File: src/rtl/bsg_mem_1rw_sync_mask_write_bit_segmented_rmw.sv
// bsg_mem_1rw_sync_mask_write_bit_segmented_rmw
//
// Segmented synchronous single-port memory with bit-masked writes, built on
// plain 1RW storage that has no native bit-write enable. A write whose mask
// covers only part of a segment is done as a two-cycle read-modify-write:
// the accept cycle reads the old word into a private register, and the
// following MERGE cycle writes back (old & ~mask) | (data & mask). While the
// merge is pending, ready_o is low and the requester must hold its request.
//
// Optional feature macro: BSG_MEM_1RW_SEG_RMW_SKIP_FULL_EN
//   defined   - writes where every active segment's mask is all-ones or
//               all-zeros complete in one cycle with no stall.
//   undefined - every write takes the read-modify-write path (uniform
//               2-cycle write timing).
//
// Ports:
//   clk_i     - clock
//   reset_i   - synchronous active-high reset
//   v_i       - per-segment request valid
//   w_i       - 1 = write, 0 = read
//   addr_i    - word address shared by all segments
//   data_i    - write data, segment k at [k*seg_w +: seg_w]
//   w_mask_i  - bit write mask, 1 = write the bit
//   ready_o   - request accepted when |v_i & ready_o
//   data_o    - read data
//   v_o       - data_o valid, one cycle after an accepted read

module bsg_mem_1rw_sync_mask_write_bit_segmented_rmw #(
    parameter  int width_p           = 32,
    parameter  int els_p             = 16,
    parameter  int num_segments_p    = 4,
    parameter  int latch_last_read_p = 0,
    localparam int lg_els_lp         = (els_p > 1) ? $clog2(els_p) : 1
) (
    input  logic                      clk_i,
    input  logic                      reset_i,
    input  logic [num_segments_p-1:0] v_i,
    input  logic                      w_i,
    input  logic [lg_els_lp-1:0]      addr_i,
    input  logic [width_p-1:0]        data_i,
    input  logic [width_p-1:0]        w_mask_i,
    output logic                      ready_o,
    output logic [width_p-1:0]        data_o,
    output logic                      v_o
);

    localparam int segment_width_lp = width_p / num_segments_p;

    typedef enum logic {
        ST_IDLE,
        ST_MERGE
    } state_e;

    state_e state_q, state_d;

    // Captured request for the merge cycle.
    logic [lg_els_lp-1:0]      addr_cap_q, addr_cap_d;
    logic [width_p-1:0]        data_cap_q, data_cap_d;
    logic [width_p-1:0]        mask_cap_q, mask_cap_d;
    logic [num_segments_p-1:0] v_cap_q,    v_cap_d;
    logic                      v_o_q,      v_o_d;

    logic                      ready;
    logic                      accept;
    logic                      rd_accept;
    logic                      wr_accept;
    logic                      skip_ok;
    logic                      direct_wr;
    logic                      rmw_start;
    logic                      merge_commit;
    logic [num_segments_p-1:0] mask_full;

    // Per-segment storage controls.
    logic [num_segments_p-1:0] rd_en;
    logic [num_segments_p-1:0] old_en;
    logic [num_segments_p-1:0] mem_we;
    logic [lg_els_lp-1:0]      mem_waddr;
    logic [width_p-1:0]        mem_wdata;
    logic [width_p-1:0]        old_word;
    logic [width_p-1:0]        merged_word;

    // ------------------------------------------------------------------
    // Request classification
    // ------------------------------------------------------------------
    always_comb begin
        mask_full = '0;
        for (int unsigned k = 0; k < num_segments_p; k++) begin
            mask_full[k] = &w_mask_i[k*segment_width_lp +: segment_width_lp];
        end
    end

`ifdef BSG_MEM_1RW_SEG_RMW_SKIP_FULL_EN
    logic [num_segments_p-1:0] mask_zero;

    always_comb begin
        mask_zero = '0;
        for (int unsigned k = 0; k < num_segments_p; k++) begin
            mask_zero[k] = ~|w_mask_i[k*segment_width_lp +: segment_width_lp];
        end
        // Inactive segments never force the RMW path.
        skip_ok = &(~v_i | mask_full | mask_zero);
    end
`else
    always_comb begin
        skip_ok = 1'b0;
    end
`endif

    always_comb begin
        ready        = (state_q == ST_IDLE) & ~reset_i;
        accept       = (|v_i) & ready;
        rd_accept    = accept & ~w_i;
        wr_accept    = accept &  w_i;
        direct_wr    = wr_accept &  skip_ok;
        rmw_start    = wr_accept & ~skip_ok;
        // A reset landing on the merge cycle drops the pending write.
        merge_commit = (state_q == ST_MERGE) & ~reset_i;
    end

    // ------------------------------------------------------------------
    // FSM and capture registers
    // ------------------------------------------------------------------
    always_comb begin
        state_d    = state_q;
        addr_cap_d = addr_cap_q;
        data_cap_d = data_cap_q;
        mask_cap_d = mask_cap_q;
        v_cap_d    = v_cap_q;
        v_o_d      = rd_accept;

        case (state_q)
            ST_IDLE: begin
                if (rmw_start) begin
                    state_d    = ST_MERGE;
                    addr_cap_d = addr_i;
                    data_cap_d = data_i;
                    mask_cap_d = w_mask_i;
                    v_cap_d    = v_i;
                end
            end
            ST_MERGE: begin
                state_d = ST_IDLE;
            end
            default: begin
                state_d = ST_IDLE;
            end
        endcase
    end

    always_ff @(posedge clk_i) begin
        if (reset_i) begin
            state_q <= ST_IDLE;
            v_o_q   <= 1'b0;
        end else begin
            state_q <= state_d;
            v_o_q   <= v_o_d;
        end
        addr_cap_q <= addr_cap_d;
        data_cap_q <= data_cap_d;
        mask_cap_q <= mask_cap_d;
        v_cap_q    <= v_cap_d;
    end

    // ------------------------------------------------------------------
    // Storage port control
    // ------------------------------------------------------------------
    always_comb begin
        merged_word = (old_word & ~mask_cap_q) | (data_cap_q & mask_cap_q);
        mem_waddr   = (state_q == ST_MERGE) ? addr_cap_q : addr_i;
        mem_wdata   = merge_commit ? merged_word : data_i;
        rd_en       = '0;
        old_en      = '0;
        mem_we      = '0;
        for (int unsigned k = 0; k < num_segments_p; k++) begin
            rd_en[k]  = rd_accept & v_i[k];
            old_en[k] = rmw_start & v_i[k];
            // All-zero segments on the skip path are left untouched.
            mem_we[k] = (direct_wr & v_i[k] & mask_full[k])
                      | (merge_commit & v_cap_q[k]);
        end
    end

    // ------------------------------------------------------------------
    // Per-segment storage. Each segment uses its single port for at most one
    // of: user read, RMW old-word read, or write in any given cycle.
    // ------------------------------------------------------------------
    for (genvar k = 0; k < num_segments_p; k++) begin : g_seg
        logic [segment_width_lp-1:0] mem_q [els_p];
        logic [segment_width_lp-1:0] old_q;
        logic [segment_width_lp-1:0] dout_q;

        always_ff @(posedge clk_i) begin
            if (mem_we[k]) begin
                mem_q[mem_waddr] <= mem_wdata[k*segment_width_lp +: segment_width_lp];
            end
            // RMW read lands here, never in data_o.
            if (old_en[k]) begin
                old_q <= mem_q[addr_i];
            end
        end

        if (latch_last_read_p != 0) begin : g_latch
            always_ff @(posedge clk_i) begin
                if (reset_i) begin
                    dout_q <= '0;
                end else if (rd_en[k]) begin
                    dout_q <= mem_q[addr_i];
                end
            end
        end else begin : g_no_latch
            always_ff @(posedge clk_i) begin
                if (rd_en[k]) begin
                    dout_q <= mem_q[addr_i];
                end
            end
        end

        assign old_word[k*segment_width_lp +: segment_width_lp] = old_q;
        assign data_o[k*segment_width_lp +: segment_width_lp]   = dout_q;
    end

    assign ready_o = ready;
    assign v_o     = v_o_q;

endmodule

File: config.mk
export PLATFORM = sky130hd
export DESIGN_NAME = bsg_mem_1rw_sync_mask_write_bit_segmented_rmw
export DESIGN_NICKNAME = d
export VERILOG_FILES = /design/src/rtl/bsg_mem_1rw_sync_mask_write_bit_segmented_rmw.sv
export SDC_FILE = /design/constraint.sdc
export NUM_CORES = 1
export LEC_CHECK = 0
export CAP_MARGIN = 10
export CORE_MARGIN = 2
export CORE_UTILIZATION = 50
export CTS_CLUSTER_SIZE = 30
export DETAILED_ROUTE_END_ITERATION = 12
export GPL_ROUTABILITY_DRIVEN = 1
export HOLD_SLACK_MARGIN = 0.05
export PLACE_DENSITY_LB_ADDON = 0.15
export SLEW_MARGIN = 20
export SYNTH_ARGS = -nofsm -noshare
export SYNTH_HDL_FRONTEND = slang
export SYNTH_SLANG_ARGS = --single-unit
export TNS_END_PERCENT = 100
File: constraint.sdc
create_clock -name clk_i -period 3.5 [get_ports clk_i]
set_input_delay 0.7 -clock clk_i [delete_from_list [all_inputs] [get_ports clk_i]]
set_output_delay 0.7 -clock clk_i [all_outputs]
set_load 0.01 [all_outputs]
==> metrics.csv <==
metric,value,unit
cts_sinks,650,
drtPass1Iterations,7,
status,completed,
yosysWarnings,0,
seq_area_frac_synth,0.793,
yosysTopAreaCellShare,0.791,
core_area,48700,um^2
grt_setup_unrepaired,false,
cap_violations,0,
syn_area_per_cell,21.3,um^2
slew_headroom,0.337,
worst_pin_slew,0.991,ns
die_h,226,um
fmax,0.348,GHz
ios,109,
drt-total-wl,52600,um
drive_above_1_share,0.223,
synth_area_leader_cell,edfxtp_1,
critPathBufInv,0,
numPortBuffers,108,
setup-violations-final,0,
clock_latency,0.59,ns
gp_congestion,0.805,
grt_usage,0.213,
fin_cells,2097,
cts_buffer_depth,3,
finalCritPeriodShare,0.820,
peakVddDrop,0.338,mV
p_leak,9.62,nW
start_kind,register,
postCtsSetupRepairBufs,0,
min_path_type,in -> reg,
ys_top_cells_by_area,"edfxtp_1 (79%), mux4_2 (9.7%), mux4_1 (2.3%)",
dp_hpwl,32500,um
postSynthCellCount,1153,
drt_iter0_drc,1362,
multi_input_area,4800,um^2
tns,0,ns
path_class,reg -> reg,
cts_tree,done,
ctsResizeCount,0,
required,3.70,ns
finalClockSkew,0.0162,ns
grt_max_degree,97,
grt_pass1_wl,77900,um
start_util,0.505,
root_buffer,clkbuf_16,
finalHoldViolations,0,
power.total,16.4,mW
ys_ff_latch,650,
cts_max_level,3,
layout_common_cells,"edfxtp_1 (648), buf_4 (109), mux4_2 (106)",
fin_crit,2.87,ns
syn_area,24600,um^2
drc,0,
cts_hold_buf,0,
cp.arrival,3.07,ns
syn_nets,1228,
power.density,560,nW/um^2
die_w,226,um
cp_cell_sequence,nor3b_1 > o22ai_1 > nor2_1,
layout.area.seq,19500,um^2
antenna_found_initial,2,
routed_via_density,5.71,
cpPeakStageDelay,0.79,ns
dp.cells,1980,
clkSlewWorstSetupHoldPaths,0.06,ns
path_delay_family,simple AND/OR/NAND/NOR gates,
rows,81,
slew_viol_final,0,
path_max_fanout,20,
setup.worst_path.end_class,register,
grt_pass1_vias,12100,
insertedDiodeCount,0,
avgRoutedWirePerCell,25.1,um
area_growth,18.6,%
slowest_stage,nor2_1,
dieArea,51000,um^2
cts_buffers,68,
nets,1461,
yosysUniqueCellTypes,25,
vias,12000,
num-fill-cells,3491,
antenna_left,0,
overflow,0,
layout_commonest_cell,edfxtp_1,
## kinds of logic (layout without fill, tap and decap cells)
group	Yosys count	count (layout)	synth area share
AO/OA/AOI/OAI	111	111	0.0291
AND/OR/NAND/NOR	174	174	0.0316
buffers and inverters	57	337	0.0128
flip-flops	650	650	0.793
multiplexers	161	161	0.134
## power breakdown
group | internal, mW | switching, mW
Combinational | 0.345 | 0.487
Clock | 3.99 | 2.80
Sequential | 8.71 | 0.0253
Total | 13.0 | 3.31
## synth_stat cells
cell type	count
a211oi_1	1
a22oi_1	48
and2_1	5
and3_1	8
and3b_1	6
buf_2	14
buf_4	6
buf_6	8
clkbuf_1	29
dfxtp_1	2
edfxtp_1	648
mux2i_1	33
mux4_1	22
mux4_2	106
nand2_1	62
nand2b_1	3
nor2_1	74
nor2b_1	4
nor3_1	4
nor3b_1	4
nor3b_2	2
o21ai_0	32
o22ai_1	30
or2_2	1
or4_1	1
## metal layers
layer / vias up / GRT usage / share of wire
met5: - / 0 / 0.00042
met4: 4 / 0.0577 / 0.023
met3: 86 / 0.0480 / 0.071
met2: 410 / 0.331 / 0.47
met1: 6210 / 0.307 / 0.43
li1: 5255 / - / -
## cell type report
type	instances	share of cell area
Tap cell	664	0.0285
Sequential cell	650	0.668
Multi-Input combinational cell	446	0.165
Timing Repair Buffer	220	0.0673
Clock inverter	31	0.00729
Clock buffer	86	0.0643
## path summary, 6_finish.rpt
kind | from | end | slack (ns) | depth (start not counted)
setup / recovery | state_q | g_seg[0].mem_q[12][4] | 0.63 | 3
hold / removal | addr_i[0] | addr_cap_q[0] | 0.54 | 1
setup reg to reg | state_q | g_seg[0].mem_q[12][4] | 0.63 | 3
hold reg to reg | g_seg[2].mem_q[4][1] | g_seg[2].dout_q[1] | 0.78 | 3
## flip-flops by register name (all words and copies together) (netlist names)
name          count
data_cap_q       32
g_seg.mem_q     512
g_seg.old_q      32
mask_cap_q       32
addr_cap_q        4
g_seg.dout_q     32
v_cap_q           4
state_q           1
v_o               1
## worst register-to-register path, stage by stage, from the launching register on
cell     delay, ns
dfxtp_1       0.72
nor3b_1       0.59
o22ai_1       0.39
nor2_1        0.80
## through the flow
| step | setup WS (ns) | hold WS, ns | instance area (um^2) | utilization |
|---|---|---|---|---|
| after global routing | 0.425 | 0.541 | 29200 | 0.599 |
| after CTS | 0.678 | 0.526 | 29200 | 0.599 |
| after floorplan | 0.205 | 0.714 | 24600 | - |
| after detailed placement | 0.490 | 0.775 | 27100 | 0.556 |
| after global placement | 0.559 | 0.744 | 27100 | 0.556 |
| final | 0.628 | 0.544 | 29200 | 0.599 |
(Power assumes the default switching activity.)
